<file path="config.mk">
export PLATFORM = sky130hd
export DESIGN_NAME = quad_frame_sequencer_flat
export DESIGN_NICKNAME = d
export VERILOG_FILES = /design/src/rtl/quad_frame_sequencer_if.sv /design/src/rtl/quad_frame_sequencer.sv /design/src/flat_wrapper.sv
export SDC_FILE = /design/constraint.sdc
export NUM_CORES = 1
export LEC_CHECK = 0
export ABC_AREA = 0
export CAP_MARGIN = 20
export CORE_MARGIN = 3
export CORE_UTILIZATION = 40
export CTS_CLUSTER_SIZE = 30
export DETAILED_ROUTE_END_ITERATION = 12
export GPL_ROUTABILITY_DRIVEN = 0
export PLACE_DENSITY = 0.72
export SYNTH_ARGS = -nofsm -noshare
export SYNTH_HDL_FRONTEND = slang
export SYNTH_SLANG_ARGS = --single-unit
export TNS_END_PERCENT = 100
</file>
<file path="constraint.sdc">
create_clock -name CLK -period 7.7 [get_ports CLK]
set_input_delay 1.54 -clock CLK [delete_from_list [all_inputs] [get_ports CLK]]
set_output_delay 1.54 -clock CLK [all_outputs]
set_load 0.05 [all_outputs]
</file>
<file path="src/rtl/quad_frame_sequencer_if.sv">
// quad_frame_sequencer_if
//   Bundles the host-side configuration/command handshake and the phase/ADC
//   gating outputs of quad_frame_sequencer.
//   slave  : the sequencer (receives config/commands, drives phases/gates)
//   master : the host/capture side
//   Signals:
//     CFG_VALID/CFG_READY    config handshake, CFG_PERIOD/CFG_OFFSET/CFG_NPER payload
//     CFG_ERR                one-cycle pulse after a rejected config
//     START/ABORT            frame commands (ABORT wins)
//     SIN_PHASE/COS_PHASE    table indices, PHASE_START when SIN_PHASE==0
//     SAMPLE_EN/FRAME_DONE   ADC gate and last-sample marker
//     BUSY/PERIOD_CNT        frame in progress, completed periods in frame
interface quad_frame_sequencer_if #(
  parameter int NPER_W = 16
);
  logic              CFG_VALID;
  logic              CFG_READY;
  logic [7:0]        CFG_PERIOD;
  logic [7:0]        CFG_OFFSET;
  logic [NPER_W-1:0] CFG_NPER;
  logic              CFG_ERR;
  logic              START;
  logic              ABORT;
  logic [7:0]        SIN_PHASE;
  logic [7:0]        COS_PHASE;
  logic              PHASE_START;
  logic              SAMPLE_EN;
  logic              FRAME_DONE;
  logic              BUSY;
  logic [NPER_W-1:0] PERIOD_CNT;

  modport slave (
    input  CFG_VALID, CFG_PERIOD, CFG_OFFSET, CFG_NPER, START, ABORT,
    output CFG_READY, CFG_ERR, SIN_PHASE, COS_PHASE, PHASE_START,
           SAMPLE_EN, FRAME_DONE, BUSY, PERIOD_CNT
  );

  modport master (
    output CFG_VALID, CFG_PERIOD, CFG_OFFSET, CFG_NPER, START, ABORT,
    input  CFG_READY, CFG_ERR, SIN_PHASE, COS_PHASE, PHASE_START,
           SAMPLE_EN, FRAME_DONE, BUSY, PERIOD_CNT
  );
endinterface

</file>
<file path="src/rtl/quad_frame_sequencer.sv">
// quad_frame_sequencer
//   Free-running quadrature sin/cos phase-index generator with a frame
//   sequencer that aligns an ADC acquisition window to a sine zero crossing
//   and gates SAMPLE_EN for exactly N whole periods.
//   Ports:
//     CLK  sole clock, rising edge
//     RST  synchronous active-high reset
//     bus  quad_frame_sequencer_if.slave (config handshake, commands,
//          phase indices, sample gate, status)
//   Build option:
//     QFS_CONT_EN  defined   -> continuous mode: frames repeat back to back
//                              until ABORT/RST, FRAME_DONE per frame.
//                  undefined -> single-shot: one frame then back to IDLE.
module quad_frame_sequencer #(
  parameter logic [7:0] DEFAULT_PERIOD = 8'd39,
  parameter logic [7:0] DEFAULT_OFFSET = 8'd10,
  parameter int         NPER_W         = 16
) (
  input  logic                   CLK,
  input  logic                   RST,
  quad_frame_sequencer_if.slave  bus
);

  localparam logic [NPER_W-1:0] NPER_ONE = {{(NPER_W-1){1'b0}}, 1'b1};

  typedef enum logic [1:0] {IDLE, SYNC, ACQ} state_t;

  state_t            state_q;
  logic [7:0]        sin_q;
  logic [7:0]        cos_q;
  logic [7:0]        period_q;
  logic [NPER_W-1:0] nper_q;
  logic [NPER_W-1:0] pcnt_q;
  logic              cfg_err_q;

  function automatic logic [7:0] phase_next(input logic [7:0] ph, input logic [7:0] tc);
    return (ph == tc) ? 8'd0 : ph + 8'd1;
  endfunction

  logic cfg_fire;
  logic cfg_bad;
  logic sin_tc;
  logic last_period;

  // Config is only taken in IDLE; a bad offset still completes the handshake.
  assign cfg_fire    = bus.CFG_VALID && (state_q == IDLE);
  assign cfg_bad     = bus.CFG_OFFSET > bus.CFG_PERIOD;
  assign sin_tc      = (sin_q == period_q);
  assign last_period = (pcnt_q == (nper_q - NPER_ONE));

  // Phase counters and configuration registers.
  always_ff @(posedge CLK) begin
    if (RST) begin
      sin_q     <= 8'd0;
      cos_q     <= DEFAULT_OFFSET;
      period_q  <= DEFAULT_PERIOD;
      nper_q    <= NPER_ONE;
      cfg_err_q <= 1'b0;
    end else begin
      cfg_err_q <= cfg_fire && cfg_bad;
      if (cfg_fire && !cfg_bad) begin
        // Restart both counters so cos leads sin by exactly the new offset.
        sin_q    <= 8'd0;
        cos_q    <= bus.CFG_OFFSET;
        period_q <= bus.CFG_PERIOD;
        nper_q   <= (bus.CFG_NPER == '0) ? NPER_ONE : bus.CFG_NPER;
      end else begin
        sin_q <= phase_next(sin_q, period_q);
        cos_q <= phase_next(cos_q, period_q);
      end
    end
  end

  // Frame sequencer. SYNC waits for the sin terminal count so the first
  // ACQ cycle always lands on SIN_PHASE==0.
  always_ff @(posedge CLK) begin
    if (RST) begin
      state_q <= IDLE;
      pcnt_q  <= '0;
    end else begin
      case (state_q)
        IDLE: begin
          if (bus.START && !bus.ABORT) begin
            state_q <= SYNC;
            pcnt_q  <= '0;
          end
        end
        SYNC: begin
          if (bus.ABORT)   state_q <= IDLE;
          else if (sin_tc) state_q <= ACQ;
        end
        ACQ: begin
          if (bus.ABORT) begin
            state_q <= IDLE;
          end else if (sin_tc) begin
            if (last_period) begin
`ifdef QFS_CONT_EN
              pcnt_q <= '0;
`else
              state_q <= IDLE;
              pcnt_q  <= pcnt_q + NPER_ONE;
`endif
            end else begin
              pcnt_q <= pcnt_q + NPER_ONE;
            end
          end
        end
        default: state_q <= IDLE;
      endcase
    end
  end

  assign bus.CFG_READY   = (state_q == IDLE);
  assign bus.CFG_ERR     = cfg_err_q;
  assign bus.SIN_PHASE   = sin_q;
  assign bus.COS_PHASE   = cos_q;
  assign bus.PHASE_START = (sin_q == 8'd0);
  assign bus.SAMPLE_EN   = (state_q == ACQ);
  assign bus.FRAME_DONE  = (state_q == ACQ) && sin_tc && last_period;
  assign bus.BUSY        = (state_q != IDLE);
  assign bus.PERIOD_CNT  = pcnt_q;

endmodule

</file>
<file path="src/flat_wrapper.sv">
// flat-port wrapper written by rule: the top's interface ports become plain ports
module quad_frame_sequencer_flat 
#(
  parameter logic [7:0] DEFAULT_PERIOD = 8'd39,
  parameter logic [7:0] DEFAULT_OFFSET = 8'd10,
  parameter int         NPER_W         = 16
)
  (CLK, RST, bus_CFG_VALID, bus_CFG_PERIOD, bus_CFG_OFFSET, bus_CFG_NPER, bus_START, bus_ABORT, bus_CFG_READY, bus_CFG_ERR, bus_SIN_PHASE, bus_COS_PHASE, bus_PHASE_START, bus_SAMPLE_EN, bus_FRAME_DONE, bus_BUSY, bus_PERIOD_CNT);
  quad_frame_sequencer_if #(.NPER_W(NPER_W)) bus_i ();
  input  logic CLK;
  input  logic RST;
  input wire logic [$bits(bus_i.CFG_VALID)-1:0] bus_CFG_VALID;
  input wire logic [$bits(bus_i.CFG_PERIOD)-1:0] bus_CFG_PERIOD;
  input wire logic [$bits(bus_i.CFG_OFFSET)-1:0] bus_CFG_OFFSET;
  input wire logic [$bits(bus_i.CFG_NPER)-1:0] bus_CFG_NPER;
  input wire logic [$bits(bus_i.START)-1:0] bus_START;
  input wire logic [$bits(bus_i.ABORT)-1:0] bus_ABORT;
  output wire logic [$bits(bus_i.CFG_READY)-1:0] bus_CFG_READY;
  output wire logic [$bits(bus_i.CFG_ERR)-1:0] bus_CFG_ERR;
  output wire logic [$bits(bus_i.SIN_PHASE)-1:0] bus_SIN_PHASE;
  output wire logic [$bits(bus_i.COS_PHASE)-1:0] bus_COS_PHASE;
  output wire logic [$bits(bus_i.PHASE_START)-1:0] bus_PHASE_START;
  output wire logic [$bits(bus_i.SAMPLE_EN)-1:0] bus_SAMPLE_EN;
  output wire logic [$bits(bus_i.FRAME_DONE)-1:0] bus_FRAME_DONE;
  output wire logic [$bits(bus_i.BUSY)-1:0] bus_BUSY;
  output wire logic [$bits(bus_i.PERIOD_CNT)-1:0] bus_PERIOD_CNT;
  assign bus_i.CFG_VALID = bus_CFG_VALID;
  assign bus_i.CFG_PERIOD = bus_CFG_PERIOD;
  assign bus_i.CFG_OFFSET = bus_CFG_OFFSET;
  assign bus_i.CFG_NPER = bus_CFG_NPER;
  assign bus_i.START = bus_START;
  assign bus_i.ABORT = bus_ABORT;
  assign bus_CFG_READY = bus_i.CFG_READY;
  assign bus_CFG_ERR = bus_i.CFG_ERR;
  assign bus_SIN_PHASE = bus_i.SIN_PHASE;
  assign bus_COS_PHASE = bus_i.COS_PHASE;
  assign bus_PHASE_START = bus_i.PHASE_START;
  assign bus_SAMPLE_EN = bus_i.SAMPLE_EN;
  assign bus_FRAME_DONE = bus_i.FRAME_DONE;
  assign bus_BUSY = bus_i.BUSY;
  assign bus_PERIOD_CNT = bus_i.PERIOD_CNT;
  quad_frame_sequencer #(.DEFAULT_PERIOD(DEFAULT_PERIOD), .DEFAULT_OFFSET(DEFAULT_OFFSET), .NPER_W(NPER_W)) u_core (.CLK(CLK), .RST(RST), .bus(bus_i));
endmodule
</file>
==> flow_summary.toml <==
[detailed_routing]
drt-total-wl_mm = 8.79
postRouteAntennaNets = 0
drtIter0Drc = 119
first_pass_iters = 4
drcViolationCount = 0
wl_per_cell_um = 15.7
viasPerCell = 5.56
vias = 3107

[floorplanning]
die_h_um = 97.0
design.core.area_mm2 = 0.00789
start_util_pct = 42.0
num_io_pins = 75
rows = 32
die_area_mm2 = 0.00941
die_w_um = 97.0

[synthesis]
syn_nets = 432
avgSynthCellArea_um2 = 8.68
ys_types = 53
synth.largest_area_cell = "dfxtp_1"
async_reset_ff_share_pct = 0
synth-edff-count = 0
syn_inst = 382
synth_top_area_share_pct = 35.6
synth-seq-cells = 59
synth_area_mm2 = 0.00331
ys.flop_type = "dfxtp_1"
netlist_top_cells_area = "dfxtp_1, xnor2_1, xor2_1"
yosysSeqAreaShare_pct = 35.6
ys_warn_count = 0

[worst_setup_path]
start_kind = "flip-flop"
endpoint = "bus_FRAME_DONE"
timing.rr.end = "u_core.state_q[1]$_SDFFE_PP0P_"
rr_worst_depth = 8
path_class = "flip-flop to primary output"
r2r_setup_slack_ns = 5.25
crit_chain = "inv_1, ha_1, or3b_1, o311ai_0, nand4_1, nor4_1, and4b_1, and3_1, clkdlybuf4s50_1"
cp.arrival_ns = 3.55
slowest_delay_ns = 0.80
cp.required_ns = 6.16
critPathSlowestCell = "clkdlybuf4s50_1"
r2r-start = "u_core.nper_q[0]$_SDFFE_PP1P_"
crit_fanout = 7
critPathCaptureType = "primary output"
setup.worst_path.start = "u_core.nper_q[0]$_SDFFE_PP1P_"

[flow_run]
maxCapViolCount = 0

[clock_network]
cts_tree = "yes"
root_buffer = "clkbuf_8"
path_clk_slew_ns = 0.07
htree_levels = 3
numClockSinks = 59
clk_path_buf_depth = 2
cts-hold-fix-buffers = 0
postCtsSetupRepairBufs = 0
worstSkewPairLatency_ns = 0.32
numCtsBuffers = 9
cts_resized = 0

[finish]
final_cell_area_mm2 = 0.00430
areaGrowthSynthToFinish_pct = 29.7
layout.cells.non_filler = 559
fin_nets = 503
fill_cells = 737
layout_common_cells = "clkdlybuf4s50_1, dfxtp_1, nor2_1, xnor2_1, xor2_1"
mostFrequentLayoutCell = "clkdlybuf4s50_1"
n_antenna_cell = 0
drive_gt1_share_pct = 4.60

[global_routing]
grt_pass1_vias = 3137
grt_max_degree = 29
grt_pass1_wl_mm = 15.1
overflow = 0
grt_use_total_pct = 19.4
antenna_found_initial = 0

[power]
p_per_area_mw_per_mm2 = 175
vdd_drop_max_v = 0.000103
p_leak_uw = 0.00160

[timing]
slew_viol_final = 0
rsz0062_at_grt = "no"
fin_crit_ns = 5.09
fin_setup_tns_ns = 0
fin_crit_sh_pct = 66.1
hold_violations = 0
max_freq_mhz = 197
skew_ns = 0.00509
slew_headroom_pct = 59.9
tightest_slew_ns = 0.596
finalSetupViolations = 0

[placement]
portBuffers = 74
hpwlAfterDp_mm = 6.79
dp.cells = 543
placed_area_mm2 = 0.00413

[worst_hold_path]
hold_class = "flip-flop to flip-flop"
holdPathStages = 1

[run_status]
status = "complete, no violations"
-- sequential cells by signal, summed over array words and instances (netlist names) --
name                   flops
u_core.nper_q             16
u_core.state_q             2
u_core.bus.CFG_ERR         1
u_core.bus.PERIOD_CNT     16
u_core.bus.COS_PHASE       8
u_core.bus.SIN_PHASE       8
u_core.period_q            8
-- final cells by class --
cell class | count | area [µm²] | share of cell area (%)
Clock buffer | 12 | 145 | 3.38
Clock inverter | 3 | 15.0 | 0.349
Inverter | 23 | 86.3 | 2.01
Multi-Input combinational cell | 283 | 1980 | 46.1
Sequential cell | 59 | 1180 | 27.5
Tap cell | 102 | 128 | 2.97
Timing Repair Buffer | 77 | 763 | 17.8
-- worst min-delay path by stage --
stage	from	endpoint	slack [ns]
2_1_floorplan	u_core.nper_q[15]$_SDFFE_PP0P_	u_core.nper_q[15]$_SDFFE_PP0P_	0.47
3_3_place_gp	u_core.bus.COS_PHASE[0]$_SDFF_PP0_	u_core.bus.COS_PHASE[0]$_SDFF_PP0_	0.50
3_5_place_dp	u_core.nper_q[15]$_SDFFE_PP0P_	u_core.nper_q[15]$_SDFFE_PP0P_	0.52
4_1_cts	u_core.nper_q[1]$_SDFFE_PP0P_	u_core.nper_q[1]$_SDFFE_PP0P_	0.53
5_1_grt	u_core.nper_q[15]$_SDFFE_PP0P_	u_core.nper_q[15]$_SDFFE_PP0P_	0.56
6_report	u_core.nper_q[15]$_SDFFE_PP0P_	u_core.nper_q[15]$_SDFFE_PP0P_	0.53
-- power by group --
part	internal (µW)	switching, µW	total (µW)
Sequential	322	25.7	348
Combinational	78.1	90.6	169
Clock	122	114	236
-- layer usage --
metal	GRT usage, %	share of wire, %	vias up	wire, µm
met5	0	0	-	0
met4	6.16	2.3	0	199
met3	5.41	5.9	17	516
met2	32.0	49	107	4300
met1	24.6	43	1454	3770
li1	-	-	1529	-
-- per-stage QoR --
step / hold WS, ns / total power [µW] / worst slack, ns / utilization, %
after floorplan: 0.472 / 460 / 3.36 / -
after global placement: 0.500 / 517 / 3.14 / 52.4
after detailed placement: 0.516 / 521 / 2.98 / 52.4
after CTS: 0.535 / 759 / 2.60 / 54.4
after global routing: 0.556 / 791 / 2.33 / 54.5
final: 0.531 / 752 / 2.61 / 54.5
-- synthesized netlist by cell type (10+ instances only) --
library cell / instances
xnor2_1: 33
ha_1: 13
inv_1: 23
xor2_1: 25
nand2_1: 17
nor3_1: 10
dfxtp_1: 59
nor2_1: 33
clkbuf_1: 14
a22o_1: 19
nand3_1: 14
o21ai_0: 10
nor4_1: 23
-- critical path: cells and delay by family, from the launching register on --
kind | cells | cell delay (ns)
AO/OA/AOI/OAI | 1 | 0.40
adder cells (fa/ha/maj) | 1 | 0.19
buffers and inverters | 2 | 0.89
flip-flops | 1 | 0.34
AND/OR/NAND/NOR | 5 | 1.38
-- cell families after synthesis --
family / share of synthesized area [%]
buf+inv: 4.64
simple gates: 22.6
fa+ha+maj: 4.91
mux: 0.302
flops: 35.6
xor+xnor: 15.3
compound gates: 16.6
Note: power is estimated with default switching activity, not from simulation.
